### src/rtl/mmio_peripheral.sv
// -----------------------------------------------------------------------------
// mmio_peripheral
//
// Memory-mapped peripheral block that sits beside the data memory in the MEM
// stage. It decodes a 32-byte window at BASE_ADDR and exposes the following
// registers:
//   0x00 TH      timer reload value            (R/W)
//   0x04 TL      timer count                   (R/W)
//   0x08 TCON    {irq_status, irq_en, enable}  (R/W, upper bits read 0)
//   0x0C LEDS    8-bit LED register            (R/W, upper bits read 0)
//   0x10 DIGITS  16-bit display register       (R/W, upper bits read 0)
//   0x14 SYSTICK free-running cycle counter    (RO, writes ignored)
//   0x18/0x1C    reserved                      (read 0, writes ignored)
// The DIGITS register is time-multiplexed onto a 4-digit common-anode
// 7-segment display. Each digit is driven for SCAN_DIV clock cycles.
//
// Ports:
//   clk          system clock, all state updates on its rising edge
//   reset        synchronous, active-high reset
//   i_addr       byte address from EX/MEM (ALU result)
//   i_WriteData  store data
//   i_MemRead    load strobe
//   i_MemWrite   store strobe
//   o_sel        high when i_addr falls inside the peripheral window
//   o_ReadData   combinational load data (0 unless a load hits the window)
//   o_irq        timer interrupt request (TCON[2])
//   o_leds       LED register
//   o_an         digit anodes, active-low one-hot
//   o_bcd7       segments {dp,g,f,e,d,c,b,a}, active-low
// -----------------------------------------------------------------------------
module mmio_peripheral #(
  parameter logic [31:0] BASE_ADDR = 32'h4000_0000,
  parameter int          SCAN_DIV  = 100000
) (
  input  logic        clk,
  input  logic        reset,
  input  logic [31:0] i_addr,
  input  logic [31:0] i_WriteData,
  input  logic        i_MemRead,
  input  logic        i_MemWrite,
  output logic        o_sel,
  output logic [31:0] o_ReadData,
  output logic        o_irq,
  output logic [7:0]  o_leds,
  output logic [3:0]  o_an,
  output logic [7:0]  o_bcd7
);

  // ---------------------------------------------------------------------------
  // Register offsets (word index inside the window, i_addr[4:2])
  // ---------------------------------------------------------------------------
  typedef enum logic [2:0] {
    OFF_TH      = 3'd0,
    OFF_TL      = 3'd1,
    OFF_TCON    = 3'd2,
    OFF_LEDS    = 3'd3,
    OFF_DIGITS  = 3'd4,
    OFF_SYSTICK = 3'd5,
    OFF_RSVD6   = 3'd6,
    OFF_RSVD7   = 3'd7
  } reg_off_e;

  // TCON bit positions
  localparam int TCON_EN     = 0;
  localparam int TCON_IRQ_EN = 1;
  localparam int TCON_IRQ    = 2;

  // Scan counter sized to hold 0 .. SCAN_DIV-1
  localparam int                SCAN_W    = $clog2(SCAN_DIV);
  localparam logic [SCAN_W-1:0] SCAN_LAST = SCAN_W'(SCAN_DIV - 1);

  // ---------------------------------------------------------------------------
  // State
  // ---------------------------------------------------------------------------
  logic [31:0]       th;
  logic [31:0]       tl;
  logic [2:0]        tcon;
  logic [7:0]        leds;
  logic [15:0]       digits;
  logic [31:0]       systick;
  logic [SCAN_W-1:0] scan_cnt;
  logic [1:0]        digit_idx;

  // ---------------------------------------------------------------------------
  // Address decode
  // ---------------------------------------------------------------------------
  reg_off_e off;
  logic     wr_en;
  logic     we_th;
  logic     we_tl;
  logic     we_tcon;
  logic     we_leds;
  logic     we_digits;

  assign o_sel = (i_addr[31:5] == BASE_ADDR[31:5]);
  assign off   = reg_off_e'(i_addr[4:2]);
  assign wr_en = i_MemWrite && o_sel;

  // SYSTICK and the reserved slots have no write enable: stores there are
  // simply dropped.
  assign we_th     = wr_en && (off == OFF_TH);
  assign we_tl     = wr_en && (off == OFF_TL);
  assign we_tcon   = wr_en && (off == OFF_TCON);
  assign we_leds   = wr_en && (off == OFF_LEDS);
  assign we_digits = wr_en && (off == OFF_DIGITS);

  // ---------------------------------------------------------------------------
  // Timer
  // ---------------------------------------------------------------------------
  logic tl_at_max;
  logic timer_en;
  logic irq_set;

  assign tl_at_max = (tl == 32'hFFFF_FFFF);
  assign timer_en  = tcon[TCON_EN];
  // Status is raised on the reload cycle only when interrupts are enabled.
  assign irq_set   = timer_en && tcon[TCON_IRQ_EN] && tl_at_max;

  // NOTE: sequential state uses non-blocking (<=) assignments so every
  // register samples the pre-edge values of its neighbours, independent of
  // statement order inside the block.
  always_ff @(posedge clk) begin
    if (reset) begin
      th <= 32'h0;
    end else if (we_th) begin
      th <= i_WriteData;
    end
  end

  // A software store to TL takes priority over the increment/reload.
  always_ff @(posedge clk) begin
    if (reset) begin
      tl <= 32'h0;
    end else if (we_tl) begin
      tl <= i_WriteData;
    end else if (timer_en) begin
      if (tl_at_max) begin
        tl <= th;
      end else begin
        tl <= tl + 32'd1;
      end
    end
  end

  // A software store to TCON overrides a simultaneous status set, which lets
  // software clear the flag on the exact overflow cycle. Writing bit 2 high
  // raises a software interrupt.
  always_ff @(posedge clk) begin
    if (reset) begin
      tcon <= 3'b000;
    end else if (we_tcon) begin
      tcon <= i_WriteData[2:0];
    end else if (irq_set) begin
      tcon[TCON_IRQ] <= 1'b1;
    end
  end

  assign o_irq = tcon[TCON_IRQ];

  // ---------------------------------------------------------------------------
  // LED and display data registers
  // ---------------------------------------------------------------------------
  always_ff @(posedge clk) begin
    if (reset) begin
      leds <= 8'h00;
    end else if (we_leds) begin
      leds <= i_WriteData[7:0];
    end
  end

  always_ff @(posedge clk) begin
    if (reset) begin
      digits <= 16'h0000;
    end else if (we_digits) begin
      digits <= i_WriteData[15:0];
    end
  end

  assign o_leds = leds;

  // ---------------------------------------------------------------------------
  // SYSTICK: free-running, wraps at 2^32, independent of the timer enable
  // ---------------------------------------------------------------------------
  always_ff @(posedge clk) begin
    if (reset) begin
      systick <= 32'h0;
    end else begin
      systick <= systick + 32'd1;
    end
  end

  // ---------------------------------------------------------------------------
  // Display scan: each digit is held for SCAN_DIV cycles. DIGITS writes do
  // not disturb the scan position.
  // ---------------------------------------------------------------------------
  always_ff @(posedge clk) begin
    if (reset) begin
      scan_cnt  <= '0;
      digit_idx <= 2'd0;
    end else if (scan_cnt == SCAN_LAST) begin
      scan_cnt  <= '0;
      digit_idx <= digit_idx + 2'd1;
    end else begin
      scan_cnt  <= scan_cnt + 1'b1;
    end
  end

  logic [3:0] nibble;

  // NOTE: every combinational output gets a default before the case so no
  // path through the block leaves it unassigned (which would infer a latch).
  always_comb begin
    nibble = digits[3:0];
    unique case (digit_idx)
      2'd0: nibble = digits[3:0];
      2'd1: nibble = digits[7:4];
      2'd2: nibble = digits[11:8];
      2'd3: nibble = digits[15:12];
    endcase
  end

  assign o_an = ~(4'b0001 << digit_idx);

  // Hex to active-low segments {dp,g,f,e,d,c,b,a}; dp is always off (1).
  always_comb begin
    o_bcd7 = 8'hFF;
    unique case (nibble)
      4'h0: o_bcd7 = 8'hC0;
      4'h1: o_bcd7 = 8'hF9;
      4'h2: o_bcd7 = 8'hA4;
      4'h3: o_bcd7 = 8'hB0;
      4'h4: o_bcd7 = 8'h99;
      4'h5: o_bcd7 = 8'h92;
      4'h6: o_bcd7 = 8'h82;
      4'h7: o_bcd7 = 8'hF8;
      4'h8: o_bcd7 = 8'h80;
      4'h9: o_bcd7 = 8'h90;
      4'hA: o_bcd7 = 8'h88;
      4'hB: o_bcd7 = 8'h83;
      4'hC: o_bcd7 = 8'hC6;
      4'hD: o_bcd7 = 8'hA1;
      4'hE: o_bcd7 = 8'h86;
      4'hF: o_bcd7 = 8'h8E;
    endcase
  end

  // ---------------------------------------------------------------------------
  // Read path: zero-latency so the MEM stage can forward the value to ID
  // in the same cycle.
  // ---------------------------------------------------------------------------
  always_comb begin
    o_ReadData = 32'h0;
    if (i_MemRead && o_sel) begin
      unique case (off)
        OFF_TH:      o_ReadData = th;
        OFF_TL:      o_ReadData = tl;
        OFF_TCON:    o_ReadData = {29'd0, tcon};
        OFF_LEDS:    o_ReadData = {24'd0, leds};
        OFF_DIGITS:  o_ReadData = {16'd0, digits};
        OFF_SYSTICK: o_ReadData = systick;
        OFF_RSVD6:   o_ReadData = 32'h0;
        OFF_RSVD7:   o_ReadData = 32'h0;
      endcase
    end
  end

endmodule

### config.mk
export PLATFORM = sky130hd
export DESIGN_NAME = mmio_peripheral
export DESIGN_NICKNAME = d
export VERILOG_FILES = /design/src/rtl/mmio_peripheral.sv
export SDC_FILE = /design/constraint.sdc
export NUM_CORES = 1
export LEC_CHECK = 0
export BUFFER_PORTS_ARGS = -buffer_cell sky130_fd_sc_hd__clkbuf_2
export CORE_MARGIN = 3
export CORE_UTILIZATION = 55
export CTS_CLUSTER_SIZE = 14
export DETAILED_ROUTE_END_ITERATION = 16
export PLACE_DENSITY = 0.77
export REMOVE_ABC_BUFFERS = 1
export SLEW_MARGIN = 30
export SYNTH_ARGS = -nofsm -noshare
export SYNTH_HDL_FRONTEND = slang
export SYNTH_SLANG_ARGS = --single-unit
### constraint.sdc
create_clock -name clk -period 3.1 [get_ports clk]
set_input_delay 0.465 -clock clk [delete_from_list [all_inputs] [get_ports clk]]
set_output_delay 0.465 -clock clk [all_outputs]
set_load 0.005 [all_outputs]
==> reports/results.ini <==
[clock_tree]
h-tree-depth = 4
holdBufCountCts = 0
clock-sinks = 142
clk_pin_slew_ns = 0.06
cts_buffer_depth = 2
clock_latency_ns = 0.42
numCtsBuffers = 17
cts_root_buf = clkbuf_16
cts_tree = yes

[floorplan]
dieHeight_um = 128
die_area_um2 = 16300
core-area_um2 = 14100
die_x_um = 128
ioPinCount = 122
start_util_pct = 57.5
row_count = 43

[critical_path]
arrival_ns = 2.60
cp-start-kind = register
path_buf_inv = 4
cp_top_family = compound AO/OA/AOI/OAI gates
worstSetupPathType = reg2out
cp-end-kind = output pin
slowest_delay_ns = 0.45
worstRegToRegCells = 8
crit_path_start = digit_idx[1]
cp.depth = 10
crit_slowest_cell = a222oi_1
crit_chain = inv_4 -> ha_4 -> a222oi_1 -> nand2_1 -> o21ai_2 -> buf_6 -> ha_1 -> inv_1 -> mux4_2 -> clkbuf_2
r2r-start = tl[0]
worst_ep_required_time_ns = 2.63
critPathMaxFanout = 5

[route]
wl_mm = 22.6
firstDrtPassIters = 6
viasPerCell = 6.06
drc = 0
antenna_left = 0
avgRoutedWirePerCell_um = 17.8
vias = 7698
drtIter0Drc = 678

[global_routing]
overflow = 0
antenna_found_initial = 0
grt_pass1_wl_mm = 36.5
grt_max_degree = 67
grt.total_usage_pct = 27.8
grt_pass1_vias = 7264

[logic_synthesis]
synth_common_cells = 179 x nor2_1, 142 x dfxtp_1, 84 x mux2i_1
ys_types = 65
yosysWarnings = 0
synthCells = 968
synth_top_area_share_pct = 34.9
synth_seq_cells = 142
synth-edff-count = 0
synth_top_cell_by_area = dfxtp_1
synth.most_common_cell = nor2_1
synth_ff_type = dfxtp_1
avgSynthCellArea_um2 = 8.40
synthTopCellsByArea = dfxtp_1 35%, mux2i_1 10%, nor2_1 8.3%
yosysSeqAreaShare_pct = 34.9
ys_async_sr_fraction_pct = 0
syn_area_um2 = 8140

[place]
gp_congestion = 0.851
dpl.hpwl_mm = 15.2
dpl_cell_area_um2 = 8920
placed_cells = 1233
portBuffers = 118

[sta]
clock_skew_ns = 0.00952
worst_slew_pin_slew_ns = 0.760
drv_slew = 0
fmaxAchievable_ghz = 0.327
hold_slack_ns = 0.282
period_needed_ns = 3.06
period_share_pct = 98.8
setup-violations-final = 0
hold_viol = 0
slew_headroom_pct = 49.3
rsz0062_at_grt = yes

[power_and_ir_drop]
p_leak_uw = 0.00412
p_per_area_nw_per_um2 = 448
vdd_drop_max_uv = 544

[final_layout]
stdcell_count = 1271
fin_nets = 1161
diodes = 0
postLayoutCoreUtil_pct = 68.7
finalInstanceArea_um2 = 9720
drive_above_1_share_pct = 22.5
area_growth_pct = 19.5

[min_path]
worstHoldPathCells = 3
hp-start = i_WriteData[26]
min_path_type = in2reg

[run_status]
status = finished clean

[job]
maxCapViolations = 0

[power breakdown]
part | switching, uW | internal [uW]
Combinational | 116 | 68.9
Sequential | 9.14 | 1830
Clock | 814 | 1510
[through the flow]
stage          power [uW]  setup WS [ns]  TNS, ns
2_1_floorplan        1930          0.476        0
3_3_place_gp         2060          0.156        0
3_5_place_dp         2060          0.110        0
4_1_cts              4380        0.00809        0
5_1_grt              4470        -0.0484   -0.182
6_report             4350         0.0375        0
[cells in the final DEF, fill, tap and decap left out, types with 11 or more instances in the layout]
cell type  instances
and3_1            23
nor2_1           179
inv_1             21
nor3_1            22
nor4_1            12
a211oi_1          22
nand2_1           42
buf_4             29
mux2i_1           82
mux2_2            19
a21oi_1           41
dfxtp_1          140
clkbuf_2         115
o21ai_0           16
xnor2_1           25
nand3_1           55
a22oi_1           16
nand4_1           25
or3_1             11
clkbuf_16         17
xor2_1            34
[kinds of logic (layout without fill, tap and decap cells)]
logic type               Yosys count  after routing  synth area share, %
AO/OA/AOI/OAI                    141            141                 11.4
XOR/XNOR                          59             59                 6.35
adder cells (fa/ha/maj)           14             14                 2.15
buffers and inverters             84            207                 4.24
flip-flops                       142            142                 34.9
multiplexers                     112            112                 15.5
other                              1              1               0.0461
AND/OR/NAND/NOR                  415            415                 25.4
[area by class of cell]
type	instances	area [um^2]
clock buffers	18	429
clock inverters	13	238
fillers	1182	4430
inverters	27	108
multi-input cells	742	5010
flip-flops and latches	142	2850
well taps	180	225
repair buffers	149	855
[state kept, by name, indices dropped and copies added, names as in the netlist]
register   count
systick       32
th            32
tl            32
scan_cnt      17
digits        16
o_leds         8
tcon           3
digit_idx      2
[metal layers]
metal  track usage, %  vias to the layer above  share of wire (%)
met1             37.3                     3663                 43
met5                0                        -                  0
met2             45.1                      314                 48
met3             5.77                       45                7.2
li1                 -                     3676                  -
met4             8.55                        0                1.9
[repair_timing]
item	CTS	global route
pin swaps	2	5
buffers inserted	2	5
resized for setup	8	21
endpoints found under the setup margin	7	11
[worst paths after layout]
kind	end	slack, ns
worst min-delay path	tl[26]	0.28
worst max register to register	tl[1]	0.46
worst max-delay path	o_bcd7[3]	0.04
worst min register to register	scan_cnt[0]	0.47
[tightest hold or removal path: cells and delay by family]
family	cells	cell delay [ns]
AND/OR/NAND/NOR	1	0.05
buffers and inverters	1	0.09
AO/OA/AOI/OAI	1	0.05
Note: power is estimated with default switching activity, not from simulation.
